## config.mk

```make
export PLATFORM = sky130hd
export DESIGN_NAME = stepdir_decoder
export DESIGN_NICKNAME = d
export VERILOG_FILES = /design/src/rtl/printer_pkg.sv /design/src/rtl/sync_edge_detect.sv /design/src/rtl/stepdir_decoder.sv
export SDC_FILE = /design/constraint.sdc
export NUM_CORES = 1
export LEC_CHECK = 0
export BUFFER_PORTS_ARGS = -buffer_cell sky130_fd_sc_hd__clkbuf_2
export CAP_MARGIN = 5
export CORE_ASPECT_RATIO = 1.4
export CORE_MARGIN = 2
export CORE_UTILIZATION = 41
export CTS_BUF_LIST = sky130_fd_sc_hd__clkbuf_8
export DETAILED_ROUTE_END_ITERATION = 10
export GPL_ROUTABILITY_DRIVEN = 1
export HOLD_SLACK_MARGIN = 0.15
export PLACE_DENSITY = 0.65
export SLEW_MARGIN = 20
export SYNTH_ARGS = -nofsm -noshare
export SYNTH_HDL_FRONTEND = slang
export SYNTH_HIERARCHICAL = 1
export SYNTH_SLANG_ARGS = --single-unit
export TNS_END_PERCENT = 10
```

## constraint.sdc

```tcl
create_clock -name clk -period 7.88 [get_ports clk]
set_clock_uncertainty 0.15 [all_clocks]
set_input_delay 0.788 -clock clk [delete_from_list [all_inputs] [get_ports clk]]
set_output_delay 0.788 -clock clk [all_outputs]
set_load 0.02 [all_outputs]
```

## src/rtl/printer_pkg.sv

```systemverilog
// Shared printer constants: 40 MHz step/dir timing defaults, per-axis travel
// limits and the error-flag payload used by the step/dir receivers.
package printer_pkg;

  localparam int unsigned POS_W_DEF         = 16;
  localparam int unsigned DIR_SETUP_CYC     = 8;
  localparam int unsigned MIN_PULSE_CYC     = 40;
  localparam int unsigned IDLE_CYC_DEF      = 400000;

  localparam int unsigned POS_MAX_X         = 20000;
  localparam int unsigned POS_MAX_Y         = 20000;
  localparam int unsigned POS_MAX_Z         = 20000;

  typedef enum logic [1:0] {
    AXIS_X = 2'd0,
    AXIS_Y = 2'd1,
    AXIS_Z = 2'd2
  } axis_e;

  typedef struct packed {
    logic setup;
    logic pulse;
    logic limit;
  } err_flags_t;

  // Travel limit for a given axis once it has been homed.
  function automatic int unsigned axis_pos_max(input axis_e axis);
    case (axis)
      AXIS_Y:  return POS_MAX_Y;
      AXIS_Z:  return POS_MAX_Z;
      default: return POS_MAX_X;
    endcase
  endfunction

endpackage

```

## src/rtl/sync_edge_detect.sv

```systemverilog
// Two-flop synchronizer with a third stage for registered rise/fall pulses.
// Edges are only reported once a genuine low has been sampled after reset.
module sync_edge_detect (
  input  logic clk,
  input  logic rst,
  input  logic i_async,
  output logic o_level,
  output logic o_rise,
  output logic o_fall
);

  logic       r_s1;
  logic       r_s2;
  logic       r_s3;
  logic [1:0] r_vld;
  logic       r_armed;
  logic       r_rise;
  logic       r_fall;

  // r_vld tracks which stages hold real samples; a level held high across
  // reset must fall and rise again before it produces an edge.
  always_ff @(posedge clk) begin
    if (rst) begin
      r_s1    <= 1'b0;
      r_s2    <= 1'b0;
      r_s3    <= 1'b0;
      r_vld   <= 2'b00;
      r_armed <= 1'b0;
      r_rise  <= 1'b0;
      r_fall  <= 1'b0;
    end else begin
      r_s1    <= i_async;
      r_s2    <= r_s1;
      r_s3    <= r_s2;
      r_vld   <= {r_vld[0], 1'b1};
      if (r_vld[1] && !r_s2) begin
        r_armed <= 1'b1;
      end
      r_rise  <= r_s2 & ~r_s3 & r_armed;
      r_fall  <= ~r_s2 & r_s3 & r_armed;
    end
  end

  assign o_level = r_s3;
  assign o_rise  = r_rise;
  assign o_fall  = r_fall;

endmodule

```

## src/rtl/stepdir_decoder.sv

```systemverilog
// Single-axis step/direction receiver: tracks absolute position, flags
// step-protocol violations and reports motion activity.
module stepdir_decoder
  import printer_pkg::*;
#(
  parameter int unsigned POS_W     = POS_W_DEF,
  parameter int unsigned POS_MAX   = axis_pos_max(AXIS_X),
  parameter int unsigned DIR_SETUP = DIR_SETUP_CYC,
  parameter int unsigned MIN_PULSE = MIN_PULSE_CYC,
  parameter int unsigned IDLE_CYC  = IDLE_CYC_DEF
) (
  input  logic                    clk,
  input  logic                    rst,
  input  logic                    step_in,
  input  logic                    dir_in,
  input  logic                    home_in,
  input  logic                    clr_err,
  output logic signed [POS_W-1:0] pos,
  output logic                    pos_valid,
  output logic                    homed,
  output logic                    moving,
  output logic                    setup_err,
  output logic                    pulse_err,
  output logic                    limit_err
);

  localparam int unsigned DS_W = $clog2(DIR_SETUP + 1);
  localparam int unsigned PW_W = $clog2(MIN_PULSE + 1);
  localparam int unsigned ID_W = $clog2(IDLE_CYC + 1);

  logic w_step_lvl;
  logic w_step_rise;
  logic w_step_fall;
  logic w_dir_lvl;
  logic w_dir_rise_unused;
  logic w_dir_fall_unused;
  logic w_home_lvl;
  logic w_home_rise_unused;
  logic w_home_fall_unused;

  sync_edge_detect u_sync_step (
    .clk     (clk),
    .rst     (rst),
    .i_async (step_in),
    .o_level (w_step_lvl),
    .o_rise  (w_step_rise),
    .o_fall  (w_step_fall)
  );

  sync_edge_detect u_sync_dir (
    .clk     (clk),
    .rst     (rst),
    .i_async (dir_in),
    .o_level (w_dir_lvl),
    .o_rise  (w_dir_rise_unused),
    .o_fall  (w_dir_fall_unused)
  );

  sync_edge_detect u_sync_home (
    .clk     (clk),
    .rst     (rst),
    .i_async (home_in),
    .o_level (w_home_lvl),
    .o_rise  (w_home_rise_unused),
    .o_fall  (w_home_fall_unused)
  );

  logic signed [POS_W-1:0] r_pos;
  logic                    r_pos_valid;
  logic                    r_homed;
  logic                    r_moving;
  logic                    r_dir_q;
  logic [DS_W-1:0]         r_dir_cnt;
  logic [PW_W-1:0]         r_pw_cnt;
  logic [ID_W-1:0]         r_idle_cnt;
  err_flags_t              r_err;

  logic signed [POS_W-1:0] w_pos_nxt;
  logic                    w_pos_valid_nxt;
  logic                    w_homed_nxt;
  logic [DS_W-1:0]         w_dir_cnt_nxt;
  logic [PW_W-1:0]         w_pw_cnt_nxt;
  logic [ID_W-1:0]         w_idle_cnt_nxt;
  logic                    w_moving_nxt;
  err_flags_t              w_err_evt;
  err_flags_t              w_err_nxt;
  logic                    w_dir_chg;
  logic                    w_dir_ok;
  logic                    w_step_taken;
  logic                    w_at_max;
  logic                    w_at_min;

  assign w_dir_chg    = w_dir_lvl ^ r_dir_q;
  assign w_dir_ok     = !w_dir_chg && (r_dir_cnt >= DS_W'(DIR_SETUP));
  assign w_step_taken = w_step_rise && !w_home_lvl;
  assign w_at_max     = (r_pos == POS_W'(POS_MAX));
  assign w_at_min     = (r_pos == '0);

  // State register.
  always_ff @(posedge clk) begin
    if (rst) begin
      r_pos       <= '0;
      r_pos_valid <= 1'b0;
      r_homed     <= 1'b0;
      r_moving    <= 1'b0;
      r_dir_q     <= 1'b0;
      r_dir_cnt   <= '0;
      r_pw_cnt    <= '0;
      r_idle_cnt  <= '0;
      r_err       <= '0;
    end else begin
      r_pos       <= w_pos_nxt;
      r_pos_valid <= w_pos_valid_nxt;
      r_homed     <= w_homed_nxt;
      r_moving    <= w_moving_nxt;
      r_dir_q     <= w_dir_lvl;
      r_dir_cnt   <= w_dir_cnt_nxt;
      r_pw_cnt    <= w_pw_cnt_nxt;
      r_idle_cnt  <= w_idle_cnt_nxt;
      r_err       <= w_err_nxt;
    end
  end

  // Next-state: position, homing, counters and error events.
  always_comb begin
    w_pos_nxt       = r_pos;
    w_pos_valid_nxt = 1'b0;
    w_homed_nxt     = r_homed;
    w_err_evt       = '0;
    w_dir_cnt_nxt   = r_dir_cnt;
    w_pw_cnt_nxt    = '0;
    w_idle_cnt_nxt  = '0;

    if (w_dir_chg) begin
      w_dir_cnt_nxt = '0;
    end else if (r_dir_cnt < DS_W'(DIR_SETUP)) begin
      w_dir_cnt_nxt = r_dir_cnt + DS_W'(1);
    end

    if (w_step_lvl) begin
      w_pw_cnt_nxt = (r_pw_cnt < PW_W'(MIN_PULSE)) ? r_pw_cnt + PW_W'(1) : r_pw_cnt;
    end
    w_err_evt.pulse = w_step_fall && (r_pw_cnt < PW_W'(MIN_PULSE));

    // Home switch overrides any step in flight.
    if (w_home_lvl) begin
      w_pos_nxt   = '0;
      w_homed_nxt = 1'b1;
    end else if (w_step_rise) begin
      w_err_evt.setup = !w_dir_ok;
      if (r_homed && ((w_dir_lvl && w_at_max) || (!w_dir_lvl && w_at_min))) begin
        w_err_evt.limit = 1'b1;
      end else begin
        w_pos_nxt       = w_dir_lvl ? r_pos + POS_W'(1) : r_pos - POS_W'(1);
        w_pos_valid_nxt = 1'b1;
      end
    end

    if (w_step_taken) begin
      w_idle_cnt_nxt = ID_W'(IDLE_CYC);
    end else if (r_idle_cnt != '0) begin
      w_idle_cnt_nxt = r_idle_cnt - ID_W'(1);
    end
    w_moving_nxt = (w_idle_cnt_nxt != '0);

    // A new event in the same cycle as clr_err keeps its flag set.
    w_err_nxt.setup = (r_err.setup & ~clr_err) | w_err_evt.setup;
    w_err_nxt.pulse = (r_err.pulse & ~clr_err) | w_err_evt.pulse;
    w_err_nxt.limit = (r_err.limit & ~clr_err) | w_err_evt.limit;
  end

  assign pos       = r_pos;
  assign pos_valid = r_pos_valid;
  assign homed     = r_homed;
  assign moving    = r_moving;
  assign setup_err = r_err.setup;
  assign pulse_err = r_err.pulse;
  assign limit_err = r_err.limit;

endmodule
```

==> run summary <==
- 292 mW/mm^2 — power per cell area
- 8.71 um^2 — Avg Cell Area, Syn
- 1 — total buffers and inverters traversed by the critical path
- 1.63 nW — reported leakage power
- 0 — diodes inserted
- 0 — final hold violation count
- 12.5% — layout cell share with drive strength beyond 1
- 81.8 um — Die W
- 0.00348 mm^2 — total standard cell area after synthesis
- 425 — Synth Net Count
- flop — capturing element type of the critical path
- 40.8% — Final period util
- 0 ns — total negative slack
- 2 — maximum clock insertion buffer count
- 0 — number of endpoints failing setup at the final stage
- a2111oi_0 — crit path max-delay cell type
- 31 — largest net degree at the start of global routing
- 0.00820 mm^2 — area inside the core boundary
- 0 — remaining antenna violation count
- 399 — synthesized netlist cell count
- 32.9% — headroom to the max-slew limit
- compound AO/OA/AOI/OAI gates — kind of cell adding the most delay to the critical path
- 11.7% — area grow syn2layout
- 0.154 mV — worst ir drop on vdd
- 0.69 ns — critical path's largest stage delay
- 0 — residual overflow from global routing
- 3.28 ns — arrival time of data at the critical path endpoint
- done — TritonCTS clock tree
- inv_1, ha_1, a211oi_1, nor2_1, a2111oi_0, nor3_1, a311oi_1, o2111ai_1 — crit path cell chain
- 9 — number of buffers added by the clock tree synthesis step
- 0.311 GHz — maximum frequency from static timing analysis
- 5.56 — vias per cell
- 4 — DR pass1 iterations
- 1.13 mW — post-layout power
- completed — run status
- 6 — number of synthesis warnings
- 0 — number of buffers added for setup after CTS
- 12,800 um — wire length of the first global-routing pass
- 0 — DR DRC count
- 0 — count of pins over their slew limit
- 0.287 ns — minimum hold slack
- 0 — post-CTS resize count
- 28 — total I/O pin count
- 7.94 ns — CP required
- 0.00924 mm^2 — die outline area
- 18 — highest net fanout along the worst path
- 5520 um — Post-DP HPWL
- 14.5 um — average routed wire per standard cell
- 533 — Final Instance Count excl. Fillers
- 0.08 ns — clock-pin slew on the worst setup and hold paths
- 0 — number of buffers inserted by hold repair at cts
- flop to flop — startpoint-to-endpoint class of the critical path
- flop to flop — path type of the worst min-delay path
- clkbuf_8 — root buffer selected by CTS
- 113 um — die outline height
- 47.4% — final design utilization
- 517 — cell count after placement
- no — RSZ-0062 raised after global routing
- 2,966 — vias after detailed routing
- 27 — # port buffers
- 42.4% — initial core utilization
- 17.8% — overall routing resource usage
- 1.00 ns — Slew @ Worst Pin
- 0 — initial antenna violation count
- 7720 um — sum of routed wire length over all layers
- 0 — number of maximum-capacitance violations
- 152 — number of violations reported at the end of detailed-routing iteration 0
- 3 — CTS H-tree depth
- 39 — std cell rows
- flop — Critical Path Start Type
- 3.21 ns — shortest clock period the worst path allows after layout
- 0.34 ns — worst-skew pair later-pin latency
- 2,781 — via count of the first global-routing pass
- 66 — number of sinks on the clock net
- 452 — Final nets
- 0.904 — GP Congestion
==> worst reg2reg max path: cells and delay by family (launching register included) <==
family	cells	cell delay [ns]
and+or+nand+nor	2	0.30
buffers and inverters	1	0.46
AOI/OAI and AO/OA	4	1.44
DFF	1	0.37
adders and majority gates	1	0.37
==> registers in the layout, indices dropped and copies added, names as in the netlist, 2 cells and up <==
| register | cells |
|---|---|
| u_sync_step/r_vld | 2 |
| r_dir_cnt | 4 |
| pos | 16 |
| r_idle_cnt | 19 |
| r_pw_cnt | 6 |
==> where the power goes <==
group	switching [mW]	internal, mW
Combinational	0.219	0.178
Sequential	0.0604	0.381
Clock	0.139	0.155
==> final timing paths <==
kind | from | to | slack (ns) | cells past startpoint
max reg2reg | u_sync_dir/o_level | pos[15] | 4.67 | 8
min | u_sync_step/r_vld[0] | u_sync_step/r_vld[1] | 0.29 | 1
min reg2reg | u_sync_step/r_vld[0] | u_sync_step/r_vld[1] | 0.29 | 1
max | u_sync_dir/o_level | pos[15] | 4.67 | 8
==> final cells by class <==
type | instances | area (um^2)
Timing Repair Buffer | 28 | 143
Tap cell | 102 | 128
Clock buffer | 10 | 138
Multi-Input combinational cell | 311 | 2050
Fill cell | 817 | 4310
Clock inverter | 6 | 65.1
Inverter | 10 | 37.5
Sequential cell | 66 | 1320
==> routing by layer <==
metal | share of wire (%) | routed length, um | track usage [%] | vias up
met1 | 42 | 3210 | 20.9 | 1401
met2 | 53 | 4070 | 30.4 | 61
li1 | - | - | - | 1487
met5 | 0 | 0 | 0 | -
met4 | 2.1 | 161 | 7.89 | 0
met3 | 3.6 | 281 | 3.83 | 17
==> through the flow <==
step / cell area, um^2 / setup slack (ns)
after floorplan: 3480 / 5.14
after global placement: 3680 / 4.82
after detailed placement: 3680 / 4.70
after CTS: 3880 / 4.67
after global routing: 3880 / 4.37
final: 3880 / 4.67
==> layout by cell type, fill, tap and decap left out, drive strengths merged, types with 3 or more instances in the layout <==
cell and instances:
dfxtp 66, nor2 48, clkbuf 37, nand2 27
a21oi 25, ha 19, xnor2 18, nor3 18
nand3 16, xor2 12, inv 11, nor4 10
o21ai 10, nand2b 8, and3 7, and2b 7
nor2b 7, a21o 6, or3 6, nand4 5
a211oi 5, mux2i 5, o21a 4, or4 4
nor3b 4, o2111ai 3, o21bai 3, nand3b 3
clkinv 3
Note: power is estimated with default switching activity, not from simulation.
